File: src/rtl/fifo_dual_reader_if.sv
// fifo_dual_reader_if: FIFO read port, sink handshakes and status of the dual reader
interface fifo_dual_reader_if #(
   parameter int DW = 8,
   parameter int CW = 16
);
   logic          en;
   logic [1:0]    empty;
   logic [1:0]    rd;
   logic [DW-1:0] dataout;
   logic [DW-2:0] m0_data, m1_data;
   logic          m0_valid, m1_valid;
   logic          m0_ready, m1_ready;
   logic          tag_err;
   logic [CW-1:0] words0, words1;
   modport master (
      input  en, empty, dataout, m0_ready, m1_ready,
      output rd, m0_data, m1_data, m0_valid, m1_valid, tag_err, words0, words1
   );
   modport slave (
      output en, empty, dataout, m0_ready, m1_ready,
      input  rd, m0_data, m1_data, m0_valid, m1_valid, tag_err, words0, words1
   );
endinterface

File: src/rtl/fifo_dual_reader.sv
// fifo_dual_reader: round-robin reader for a two-consumer tagged FIFO feeding two valid/ready sinks
module fifo_dual_reader #(
   parameter int DW = 8,
   parameter int CW = 16
) (
   input logic                ck,
   input logic                rst,
   fifo_dual_reader_if.master bus
);
   logic [1:0]              rd_q, rd_d, cap_q, cap_d;
   logic [1:0]              elig, grant, ready, pop, push;
   logic [1:0][1:0]         cnt_q, cnt_d, widx;
   logic [1:0][1:0][DW-2:0] buf_q, buf_d;
   logic [1:0][CW-1:0]      words_q, words_d;
   logic                    ptr_q, ptr_d, tag_err_q, tag_err_d;
   always_comb begin
      ready = {bus.m1_ready, bus.m0_ready};
      tag_err_d = tag_err_q;
      for (int c = 0; c < 2; c++) begin
         // an outstanding rd blocks the channel, so only buffered and captured words need slots
         elig[c] = bus.en && !bus.empty[c] && !rd_q[c] && ((cnt_q[c] + {1'b0, cap_q[c]}) < 2'd2);
         pop[c] = (cnt_q[c] != 2'd0) && ready[c];
         push[c] = cap_q[c];
         widx[c] = cnt_q[c] - {1'b0, pop[c]};
         cnt_d[c] = widx[c] + {1'b0, push[c]};
         words_d[c] = words_q[c] + CW'(pop[c]);
         buf_d[c][0] = (push[c] && widx[c] == 2'd0) ? bus.dataout[DW-2:0] : pop[c] ? buf_q[c][1] : buf_q[c][0];
         buf_d[c][1] = (push[c] && widx[c] == 2'd1) ? bus.dataout[DW-2:0] : buf_q[c][1];
         tag_err_d = tag_err_d || (cap_q[c] && (bus.dataout[DW-1] != c[0]));
      end
      grant = (elig == 2'b11) ? (ptr_q ? 2'b10 : 2'b01) : elig;
      ptr_d = grant[0] ? 1'b1 : grant[1] ? 1'b0 : ptr_q;
      rd_d = grant;
      cap_d = rd_q;
   end
   always_ff @(posedge ck or posedge rst) begin
      if (rst) begin
         rd_q      <= '0;
         cap_q     <= '0;
         cnt_q     <= '0;
         buf_q     <= '0;
         words_q   <= '0;
         ptr_q     <= 1'b0;
         tag_err_q <= 1'b0;
      end else begin
         rd_q      <= rd_d;
         cap_q     <= cap_d;
         cnt_q     <= cnt_d;
         buf_q     <= buf_d;
         words_q   <= words_d;
         ptr_q     <= ptr_d;
         tag_err_q <= tag_err_d;
      end
   end
   assign bus.rd       = rd_q;
   assign bus.m0_data  = buf_q[0][0];
   assign bus.m1_data  = buf_q[1][0];
   assign bus.m0_valid = cnt_q[0] != 2'd0;
   assign bus.m1_valid = cnt_q[1] != 2'd0;
   assign bus.tag_err  = tag_err_q;
   assign bus.words0   = words_q[0];
   assign bus.words1   = words_q[1];
endmodule

File: src/flat_wrapper.sv
// flat-port wrapper written by rule: the top's interface ports become plain ports
module fifo_dual_reader_flat 
#(
   parameter int DW = 8,
   parameter int CW = 16
)
  (ck, rst, bus_en, bus_empty, bus_dataout, bus_m0_ready, bus_m1_ready, bus_rd, bus_m0_data, bus_m1_data, bus_m0_valid, bus_m1_valid, bus_tag_err, bus_words0, bus_words1);
  fifo_dual_reader_if #(.DW(DW), .CW(CW)) bus_i ();
  input logic ck;
  input logic rst;
  input wire logic [$bits(bus_i.en)-1:0] bus_en;
  input wire logic [$bits(bus_i.empty)-1:0] bus_empty;
  input wire logic [$bits(bus_i.dataout)-1:0] bus_dataout;
  input wire logic [$bits(bus_i.m0_ready)-1:0] bus_m0_ready;
  input wire logic [$bits(bus_i.m1_ready)-1:0] bus_m1_ready;
  output wire logic [$bits(bus_i.rd)-1:0] bus_rd;
  output wire logic [$bits(bus_i.m0_data)-1:0] bus_m0_data;
  output wire logic [$bits(bus_i.m1_data)-1:0] bus_m1_data;
  output wire logic [$bits(bus_i.m0_valid)-1:0] bus_m0_valid;
  output wire logic [$bits(bus_i.m1_valid)-1:0] bus_m1_valid;
  output wire logic [$bits(bus_i.tag_err)-1:0] bus_tag_err;
  output wire logic [$bits(bus_i.words0)-1:0] bus_words0;
  output wire logic [$bits(bus_i.words1)-1:0] bus_words1;
  assign bus_i.en = bus_en;
  assign bus_i.empty = bus_empty;
  assign bus_i.dataout = bus_dataout;
  assign bus_i.m0_ready = bus_m0_ready;
  assign bus_i.m1_ready = bus_m1_ready;
  assign bus_rd = bus_i.rd;
  assign bus_m0_data = bus_i.m0_data;
  assign bus_m1_data = bus_i.m1_data;
  assign bus_m0_valid = bus_i.m0_valid;
  assign bus_m1_valid = bus_i.m1_valid;
  assign bus_tag_err = bus_i.tag_err;
  assign bus_words0 = bus_i.words0;
  assign bus_words1 = bus_i.words1;
  fifo_dual_reader #(.DW(DW), .CW(CW)) u_core (.ck(ck), .rst(rst), .bus(bus_i));
endmodule
File: config.mk
export PLATFORM = sky130hd
export DESIGN_NAME = fifo_dual_reader_flat
export DESIGN_NICKNAME = d
export VERILOG_FILES = /design/src/rtl/fifo_dual_reader_if.sv /design/src/rtl/fifo_dual_reader.sv /design/src/flat_wrapper.sv
export SDC_FILE = /design/constraint.sdc
export NUM_CORES = 1
export LEC_CHECK = 0
export CORE_MARGIN = 4
export CORE_UTILIZATION = 51
export DETAILED_ROUTE_END_ITERATION = 8
export GPL_TIMING_DRIVEN = 0
export HOLD_SLACK_MARGIN = 0.08
export PLACE_DENSITY = 0.9
export SETUP_SLACK_MARGIN = 0.2
export SYNTH_ARGS = -nofsm -noshare
export SYNTH_HDL_FRONTEND = slang
export SYNTH_SLANG_ARGS = --single-unit
File: constraint.sdc
create_clock -name ck -period 2.75 [get_ports ck]
set_input_delay 0.55 -clock ck [delete_from_list [all_inputs] [get_ports ck]]
set_output_delay 0.55 -clock ck [all_outputs]
set_load 0.1 [all_outputs]
After elaboration in Yosys (flattened, before gate mapping)
Cells that the tools add are included.
- flip-flop bits (word level): 70
- output and inout bits: 51
- input bits: 15
- multiplexer cells: 8
- order comparisons: 2
- add/subtract/negate cells: 8
- eq/ne operators: 3
- reductions and logical operators: 27
- bitwise operators: 1
- operators by type and width (cell ; count):
    adder 16 x 1 -> 16 bit ; 2
    2-to-1 mux 7 bit ; 4
    logical AND 1 bit ; 14
    nonzero test 2 bit ; 5
    adder 2 x 1 -> 2 bit ; 4
    == test 2 x 1 -> 1 bit (second input constant) ; 2
    zero test 1 bit ; 4
    zero test 2 bit ; 2
    less-than comparator 2 bit (second input constant) ; 2
    2-to-1 mux 2 bit ; 2
    subtractor 2 x 1 -> 2 bit ; 2
    == test 2 bit (second input constant) ; 1
    logical OR 1 bit ; 2
    2-to-1 mux 1 bit ; 2
    NOT 1 bit ; 1

Depth between registers and ports, before layout
Gate-level depths: netlist of the first run.
- word-level depth: 8
- depth in mapped cells: 9
- depth with buffers taken out: 9

Worst setup path before layout of the first run
Ideal clock, no wire load.
- kind: flip-flop to flip-flop
- start: register u_core.cnt_q[1] in the netlist's numbering
- end: register u_core.buf_q[10] in the netlist's numbering
- path buffers: 1
- cell stages (with the launch flop): 9
- arrival time: 2.395 ns
- clock period less this slack: 2.520 ns
- slack: 0.230 ns
- path through: dfrtp_1 -> or2_2 -> nand2_4 -> clkinv_1 -> ha_1 -> xnor2_1 -> and3_1 -> buf_6 -> mux2_4
- longest elaborated chain between the ends: 5
- ends and longest elaborated chain (item ; line ; RTL):
    start, declared ; fifo_dual_reader.sv:12 ; logic [1:0][1:0] cnt_q, cnt_d, widx;
    start signal, assigned ; fifo_dual_reader.sv:48 ; cnt_q <= cnt_d;
    nonzero test 2 bit ; n/a ;
    named net bus_m0_valid ; flat_wrapper.sv:19 ; output wire logic [$bits(bus_i.m0_valid)-1:0] bus_m0_valid;
    logical AND 1 bit ; fifo_dual_reader.sv:22 ; pop[c] = (cnt_q[c] != 2'd0) && ready[c];
    subtractor 2 x 1 -> 2 bit ; fifo_dual_reader.sv:24 ; widx[c] = cnt_q[c] - {1'b0, pop[c]};
    == test 2 x 1 -> 1 bit ; fifo_dual_reader.sv:28 ; buf_d[c][1] = (push[c] && widx[c] == 2'd1) ? bus.dataout[DW-2:0] : buf_q[c][1];
    logical AND 1 bit ; fifo_dual_reader.sv:28 ;
    end signal, assigned ; fifo_dual_reader.sv:49 ; buf_q <= buf_d;
    end, declared ; fifo_dual_reader.sv:13 ; logic [1:0][1:0][DW-2:0] buf_q, buf_d;
The timed path passes the listed nets, and every way through them passes these cells.
A chain may end at the register's enable or synchronous reset.

Worst setup path after layout of the first run
- start: register u_core.words_q, in the netlist u_core.bus.words1[10]
- end: output port bus_words1[10]
- RTL lines (item ; line ; RTL):
    start, declared ; fifo_dual_reader.sv:14 ; logic [1:0][CW-1:0] words_q, words_d;
    start signal, assigned ; fifo_dual_reader.sv:50 ; words_q <= words_d;
    end, declared ; flat_wrapper.sv:23 ; output wire logic [$bits(bus_i.words1)-1:0] bus_words1;
No word-level cell between the ends.

==> results.cfg, run 1 <==
[global_routing]
grt_max_degree = 71
grt_overflow = 0
grtUsageTotal_pct = 18.5
grt_pass1_wl_um = 10900
antenna_found_initial = 0
first_global_vias = 2285

[critical_path]
cp_top_family = buffers and inverters
rr_endpoint = u_core.buf_q[13]
worst-path-stages = 1
worstSetupStartpoint = u_core.bus.words1[10]
crit_type = flip-flop to primary output
slowest_stage = clkdlybuf4s50_1
worstPathMaxFanout = 5
worst_setup_path_start_kind = flip-flop
endpoint = bus_words1[10]
cp.required_ns = 2.20
reg2reg_depth = 8
reg2reg_slack_ns = 0.40
worst-path-buf-inv = 1
crit_path_end_kind = primary output
arrival_ns = 1.94
cpPeakStageDelay_ns = 1.17
path_cells = clkdlybuf4s50_1
r2r_start = u_core.cnt_q[1]

[outcome]
status = finished clean

[timing]
hold_viol = 0
max_freq_mhz = 402
finalSetupViolCount = 0
fin_skew_ns = 0.0110
fin_crit_sh_pct = 90.5
final.min_clock_period_ns = 2.49
fin_ws_ns = 0.262
holdWs_ns = 0.409
finalMaxSlewViolations = 0
tightest_slew_ns = 0.992
rsz0062_at_grt = false
relSlewSlack_pct = 33.7

[clock_tree]
root_buffer = clkbuf_8
clk_latency_ns = 0.33
cts.sinks = 70
cts_resized = 2
numCtsBuffers = 9
ctsHoldBuffers = 0
clock_path_buffers = 2
htree_levels = 3
tritoncts = yes
clk_pin_slew_worst_paths_ns = 0.08
postCtsSetupBuffers = 0

[route]
routed_wl_um = 6200
route.detailed.drc = 0
vias = 2183
wl_per_cell_um = 14.5
vias_per_cell = 5.09
drt_first_pass_iters = 4
initialDrtViolationCount = 89
drtAntennaViolNets = 0

[floorplan]
die_h_um = 86.3
rows = 28
die_w_um = 86.3
die_area_mm2 = 0.00744
ios = 66
core-area_mm2 = 0.00592
start_util_pct = 52.8

[min_path]
min_path_type = flip-flop to flip-flop

[placement]
dpl_worst_slack_ns = -0.0136
placed_area_mm2 = 0.00387
dp_hpwl_um = 4390
io_buffer_count = 65
dp.cells = 413
gp_congestion = 0.759

[synth]
ys_seq_elements = 70
syn_area_mm2 = 0.00312
synth_fp_nets = 297
synth_area_per_cell_um2 = 11.4
yosys-top-cells-area = dfrtp_1, xnor2_1, nand2_1, buf_4, ha_1
ys_types = 33
synth_top_area_share_pct = 56.1
yosysWarnings = 0
synth-seq-area-share_pct = 56.1
netlist_instances = 273
yosys.area.top_type = dfrtp_1

[layout]
nets = 373
drive_gt1_share_pct = 17.2
fill_cells = 445
area.growth.synth_to_final_pct = 32.0
fin_area_mm2 = 0.00412
stdcell_count = 429
diodes = 0

[power]
ir_drop_uv = 1060
leakagePower_nw = 1.94
p_total_mw = 5.32
power_density_mw_per_mm2 = 1290

[job]
cap_violations = 0
## per-layer routing
metal / routed length [um] / global-route usage [%] / up-vias
li1: - / - / 1057
met1: 2780 / 25.5 / 1070
met2: 3090 / 29.2 / 50
met3: 269 / 3.61 / 6
met4: 61 / 7.22 / 0
met5: 0 / 0 / -
## cell usage in the layout (no fill, tap or decap), drive strengths merged, types with 9 or more instances in the layout
master / synthesis / layout
clkdlybuf4s50: 0 / 59
nor2: 20 / 20
buf: 17 / 17
xnor2: 22 / 22
clkbuf: 0 / 12
mux2: 14 / 14
xor2: 11 / 11
a31oi: 14 / 14
nand3: 15 / 15
nand2: 39 / 39
ha: 9 / 9
inv: 9 / 9
dfrtp: 70 / 70
## through the flow
step / util, % / TNS, ns
2_1_floorplan: - / 0
3_3_place_gp: 65.3 / -48.02
3_5_place_dp: 65.4 / -0.0223
4_1_cts: 69.0 / 0
5_1_grt: 69.6 / 0
6_report: 69.6 / 0
## registers in the layout, indices dropped and copies added (netlist names)
| name | cells |
|---|---|
| u_core.bus.m1_data | 7 |
| u_core.bus.tag_err | 1 |
| u_core.cnt_q | 4 |
| u_core.bus.rd | 2 |
| u_core.ptr_q | 1 |
| u_core.bus.words0 | 16 |
| u_core.bus.m0_data | 7 |
| u_core.bus.words1 | 16 |
| u_core.buf_q | 14 |
| u_core.cap_q | 2 |
## power breakdown
part / total (mW) / internal (mW) / leakage, nW / switching (mW)
Combinational: 2.80 / 0.825 / 0.935 / 1.98
Clock: 0.882 / 0.495 / 0.105 / 0.387
Sequential: 1.63 / 1.37 / 0.896 / 0.263
## worst min path at each step
| stage | startpoint | endpoint | slack [ns] | depth (start not counted) |
|---|---|---|---|---|
| 2_1_floorplan | u_core.buf_q[21] | u_core.buf_q[21] | 0.48 | 1 |
| 3_3_place_gp | u_core.bus.rd[1] | u_core.cap_q[1] | 0.39 | 0 |
| 3_5_place_dp | u_core.bus.rd[1] | u_core.cap_q[1] | 0.40 | 0 |
| 4_1_cts | u_core.bus.rd[1] | u_core.cap_q[1] | 0.42 | 0 |
| 5_1_grt | u_core.bus.rd[1] | u_core.cap_q[1] | 0.42 | 0 |
| 6_report | u_core.bus.rd[1] | u_core.cap_q[1] | 0.41 | 0 |
## synth_stat cells
| master | n |
|---|---|
| or3_1 | 1 |
| nor2b_1 | 1 |
| dfrtp_1 | 70 |
| xnor2_1 | 21 |
| clkinv_1 | 2 |
| or2_2 | 3 |
| a31oi_1 | 14 |
| a21boi_0 | 1 |
| and4_1 | 1 |
| and2_1 | 1 |
| nor4b_1 | 1 |
| xor2_1 | 11 |
| buf_4 | 15 |
| mux2_4 | 7 |
| o211a_1 | 1 |
| nor3_1 | 4 |
| and3_1 | 6 |
| nand2_1 | 37 |
| a21oi_1 | 1 |
| nor3_2 | 1 |
| buf_2 | 1 |
| nand2_4 | 2 |
| o21a_1 | 1 |
| nand4_1 | 7 |
| nand3_2 | 1 |
| buf_6 | 1 |
| xnor2_2 | 1 |
| inv_1 | 9 |
| mux2_2 | 7 |
| nand3_1 | 14 |
| ha_1 | 9 |
| nor2_1 | 20 |
| a211o_1 | 1 |
## cell type report
cell class / instances / area [um^2] / share of cell area (%)
plain buffers: 17 / 129 / 3.13
clock buffers: 12 / 165 / 4.01
clock inverters: 4 / 53.8 / 1.31
inverters: 11 / 51.3 / 1.24
multi-input cells: 175 / 1220 / 29.6
flip-flops and latches: 70 / 1750 / 42.5
well taps: 75 / 93.8 / 2.28
repair buffers: 65 / 658 / 16.0
## logic make-up (layout without fill, tap and decap cells)
| kind of cell | after synthesis | after routing | share of synthesized area (%) |
|---|---|---|---|
| fa+ha+maj | 9 | 9 | 3.60 |
| simple gates | 100 | 100 | 15.5 |
| mux | 14 | 14 | 5.89 |
| compound gates | 19 | 19 | 4.04 |
| xor+xnor | 33 | 33 | 9.49 |
| buf+inv | 28 | 109 | 5.45 |
| flops | 70 | 70 | 56.1 |
Note: power is estimated with default switching activity, not from simulation.
==> inputs of run 2 (changes only) <==
- CTS_CLUSTER_DIAMETER: not set -> 60
- CTS_CLUSTER_SIZE: not set -> 14
- SETUP_SLACK_MARGIN: 0.2 -> 0.02
==> run 2 against run 1 <==
Hold slack got worse by 0.00057 ns. Clock-buffer cell count stayed put. Largest power group unchanged. Critical path type unchanged. Register-to-register slack got worse by 0.08 ns. Largest cell class unchanged. Die area unchanged. Power shrank 0.18%. Critical endpoint is now bus_m1_valid.
==> results.cfg, run 2 (synthesized netlist as in run 1, its figures left out) <==
[placement]
gp_congestion = 0.759
placed_area_mm2 = 0.00387
dp_hpwl_um = 4390
io_buffer_count = 65
dp.cells = 413
dpl_worst_slack_ns = -0.0136

[clock_tree]
htree_levels = 3
clk_pin_slew_worst_paths_ns = 0.07
cts.sinks = 70
clk_latency_ns = 0.34
tritoncts = yes
postCtsSetupBuffers = 0
clock_path_buffers = 2
ctsHoldBuffers = 0
root_buffer = clkbuf_8
numCtsBuffers = 9
cts_resized = 0

[floorplan]
rows = 28
die_h_um = 86.3
core-area_mm2 = 0.00592
die_area_mm2 = 0.00744
ios = 66
start_util_pct = 52.8
die_w_um = 86.3

[critical_path]
cpPeakStageDelay_ns = 0.98
worstPathMaxFanout = 4
cp.required_ns = 2.20
path_cells = or2_2 -> clkdlybuf4s50_1
crit_path_end_kind = primary output
worst_setup_path_start_kind = flip-flop
slowest_stage = clkdlybuf4s50_1
crit_type = flip-flop to primary output
reg2reg_slack_ns = 0.32
arrival_ns = 2.08

[layout]
layout_commonest_cell = dfrtp_1
stdcell_count = 429
area.growth.synth_to_final_pct = 31.0
final_cell_mix = dfrtp_1, clkdlybuf4s50_1, nand2_1, xnor2_1, nor2_1
utilization_pct = 69.1
drive_gt1_share_pct = 16.1
diodes = 0
nets = 373
fin_area_mm2 = 0.00409

[power]
leakagePower_nw = 1.88
p_total_mw = 5.31
power_density_mw_per_mm2 = 1300
ir_drop_uv = 1070

[timing]
finalSetupViolCount = 0
max_freq_mhz = 380
tightest_slew_ns = 0.990
relSlewSlack_pct = 33.8
holdWs_ns = 0.409
hold_viol = 0
final.min_clock_period_ns = 2.63
fin_skew_ns = 0.0135
fin_ws_ns = 0.117
fin_crit_sh_pct = 95.7
rsz0062_at_grt = false
finalMaxSlewViolations = 0
finalSetupTns_ns = 0

[global_routing]
grt_max_degree = 71
antenna_found_initial = 0
grt_pass1_wl_um = 10900
grtUsageTotal_pct = 18.5
grt_overflow = 0
first_global_vias = 2285

[route]
initialDrtViolationCount = 123
drt_first_pass_iters = 4
wl_per_cell_um = 14.5
vias_per_cell = 5.12
routed_wl_um = 6200
vias = 2197
drtAntennaViolNets = 0
route.detailed.drc = 0

[min_path]
min_path_type = flip-flop to flip-flop

[job]
cap_violations = 0

[outcome]
status = finished clean
-- run 2: cell types whose count changed in the layout (fill, tap and decap cells not counted), sizes merged --
cell | before | now
clkdlybuf4s50 | 59 | 65
clkinv | 1 | 2
dlymetal6s2s | 4 | 0
dlygate4sd2 | 2 | 0
clkinvlp | 4 | 3
-- run 2: path summary, 6_finish.rpt --
| kind | start | end | cells after the start |
|---|---|---|---|
| max | u_core.cnt_q[3] | bus_m1_valid | 2 |
| min | u_core.bus.rd[1] | u_core.cap_q[1] | 0 |
| max reg2reg | u_core.cnt_q[1] | u_core.buf_q[13] | 8 |
| min reg2reg | u_core.bus.rd[1] | u_core.cap_q[1] | 0 |
| max in group asynchronous | rst | u_core.cnt_q[3] | 2 |
| min in group asynchronous | rst | u_core.bus.words0[11] | 2 |
-- run 2: critical path, delay by kind of cell (launching register included) --
| family | cells | cell delay (ns) |
|---|---|---|
| buffers and inverters | 1 | 0.98 |
| DFF | 1 | 0.44 |
| and+or+nand+nor | 1 | 0.33 |
-- run 2: metal layers --
layer,GRT usage [%],share of wire [%],vias to the layer above
li1,-,-,1060
met1,25.5,45,1075
met2,29.2,49,53
met3,3.61,4.3,9
met4,7.22,1.4,0
met5,0,0,-
-- run 2: area by class of cell --
type	count	area, um^2
plain buffers	17	129
clock inverters	4	53.8
fillers	450	1830
multi-input cells	175	1200
well taps	75	93.8
repair buffers	65	651
inverters	11	47.5
flip-flops and latches	70	1750
clock buffers	12	165
-- run 2: power by group --
group	switching, mW	total (mW)	internal, mW
sequential	0.261	1.63	1.37
clock	0.393	0.888	0.495
combinational	1.97	2.79	0.825
total	2.62	5.31	2.69
==> inputs of run 3 (changes only) <==
- CAP_MARGIN: not set -> 10
- CELL_PAD_IN_SITES_DETAIL_PLACEMENT: not set -> 1
- CELL_PAD_IN_SITES_GLOBAL_PLACEMENT: not set -> 2
- CORE_UTILIZATION: 51 -> 33
==> run 3 against run 2 <==
Utilization fell by 25 points. Routed wire length increased by 11%. Worst setup slack worse by 0.011 ns. Sequential power hardly changed. Non-clock buffer count did not move. Critical path depth stayed put. First-iteration DRC count down 77%. Critical path type unchanged. Flip-flop and latch count did not move. Final area is 0.73% higher.
==> results.cfg, run 3 (synthesized netlist as in run 1, its figures left out) <==
[floorplan]
die_w_um = 105
ios = 66
die_area_mm2 = 0.0111
die_h_um = 105
core-area_mm2 = 0.00924
rows = 35
start_util_pct = 33.8

[clock_tree]
clk_pin_slew_worst_paths_ns = 0.07
numCtsBuffers = 9
clock_path_buffers = 2
clk_latency_ns = 0.34
htree_levels = 3
root_buffer = clkbuf_8
tritoncts = yes
cts.sinks = 70
postCtsSetupBuffers = 0

[critical_path]
worst_setup_path_start_kind = flip-flop
worstPathMaxFanout = 4
crit_type = flip-flop to primary output
cp_top_family = buffers and inverters
cpPeakStageDelay_ns = 1.14
cp.required_ns = 2.20
worst-path-buf-inv = 1
slowest_stage = clkdlybuf4s50_1
path_cells = or2_2 -> clkdlybuf4s50_1
arrival_ns = 2.09
crit_path_end_kind = primary output

[placement]
dp_hpwl_um = 5050
dp.cells = 467
gp_congestion = 0.776
io_buffer_count = 65

[route]
drt_first_pass_iters = 4
route.detailed.drc = 0
wl_per_cell_um = 14.3
vias_per_cell = 4.57
drtAntennaViolNets = 0
vias = 2206
routed_wl_um = 6910
initialDrtViolationCount = 28

[min_path]
min_path_type = flip-flop to flip-flop

[timing]
finalSetupViolCount = 0
hold_viol = 0
relSlewSlack_pct = 33.1
max_freq_mhz = 378
final.min_clock_period_ns = 2.64
fin_skew_ns = 0.00785
rsz0062_at_grt = false
tightest_slew_ns = 1.00
finalMaxSlewViolations = 0
fin_crit_sh_pct = 96.1
finalSetupTns_ns = 0

[global_routing]
grt_pass1_wl_um = 11600
antenna_found_initial = 0
grtUsageTotal_pct = 12.9
grt_max_degree = 71
first_global_vias = 2350
grt_overflow = 0

[power]
power_density_mw_per_mm2 = 1270
leakagePower_nw = 1.87
ir_drop_uv = 975

[layout]
fill_cells = 1017
stdcell_count = 483
final_cell_mix = dfrtp_1, clkdlybuf4s50_1, nand2_1, xnor2_1, nor2_1
diodes = 0
area.growth.synth_to_final_pct = 32.0
drive_gt1_share_pct = 15.5
layout_commonest_cell = dfrtp_1
nets = 373

[job]
cap_violations = 0

[outcome]
status = finished clean
==> run 3: changes by cell type in the layout (fill, tap and decap cells not counted), sizes merged <==
cell,change
clkinv,+3
clkinvlp,-2
clkbuf,-1
==> run 3: repair_timing <==
| item | CTS | global route |
|---|---|---|
| hold buffers | 0 | 0 |
| resized for setup | 0 | 1 |
| setup endpoints to repair | 0 | 5 |
==> run 3: final timing paths <==
kind                             startpoint               endpoint  slack, ns  cells after the start
max reg2reg                 u_core.cnt_q[1]        u_core.buf_q[8]       0.25                      8
min                        u_core.bus.rd[1]        u_core.cap_q[1]       0.41                      0
max                         u_core.cnt_q[3]           bus_m1_valid       0.11                      2
min in group asynchronous               rst  u_core.bus.words0[14]       0.75                      2
max in group asynchronous               rst  u_core.bus.m1_data[0]       1.41                      2
min reg2reg                u_core.bus.rd[1]        u_core.cap_q[1]       0.41                      0
==> run 3: power breakdown <==
group | total (mW) | switching (mW) | internal (mW)
Combinational | 2.81 | 1.98 | 0.826
Clock | 0.790 | 0.376 | 0.414
Sequential | 1.64 | 0.277 | 1.37
Total | 5.24 | 2.63 | 2.61
==> run 3: final cells by class <==
type | count | area (um^2) | share of cell area, %
flip-flops and latches | 70 | 1750 | 42.5
multi-input cells | 175 | 1200 | 29.2
repair buffers | 65 | 651 | 15.8
well taps | 129 | 161 | 3.91
clock buffers | 11 | 131 | 3.19
plain buffers | 17 | 129 | 3.13
clock inverters | 5 | 50.0 | 1.21
inverters | 11 | 47.5 | 1.15
==> run 3: metal layers <==
metal / track usage (%) / vias up / part of all wire (%)
li1: - / 1054 / -
met1: 16.9 / 1103 / 47
met2: 21.2 / 40 / 48
met3: 2.51 / 9 / 3.6
met4: 4.78 / 0 / 1.3
met5: 0 / - / 0
==> run 3: stage by stage <==
stage | worst slack (ns) | power, mW | cell area (um^2) | utilization, % | hold slack (ns)
2_1_floorplan | 0.230 | 3.83 | 3120 | - | 0.479
3_3_place_gp | -0.803 | 4.40 | 3940 | 42.6 | 0.388
3_5_place_dp | -0.0520 | 4.49 | 3940 | 42.6 | 0.405
4_1_cts | 0.0849 | 5.30 | 4120 | 44.6 | 0.425
5_1_grt | 0.0477 | 5.51 | 4120 | 44.6 | 0.446
6_report | 0.106 | 5.24 | 4120 | 44.6 | 0.415
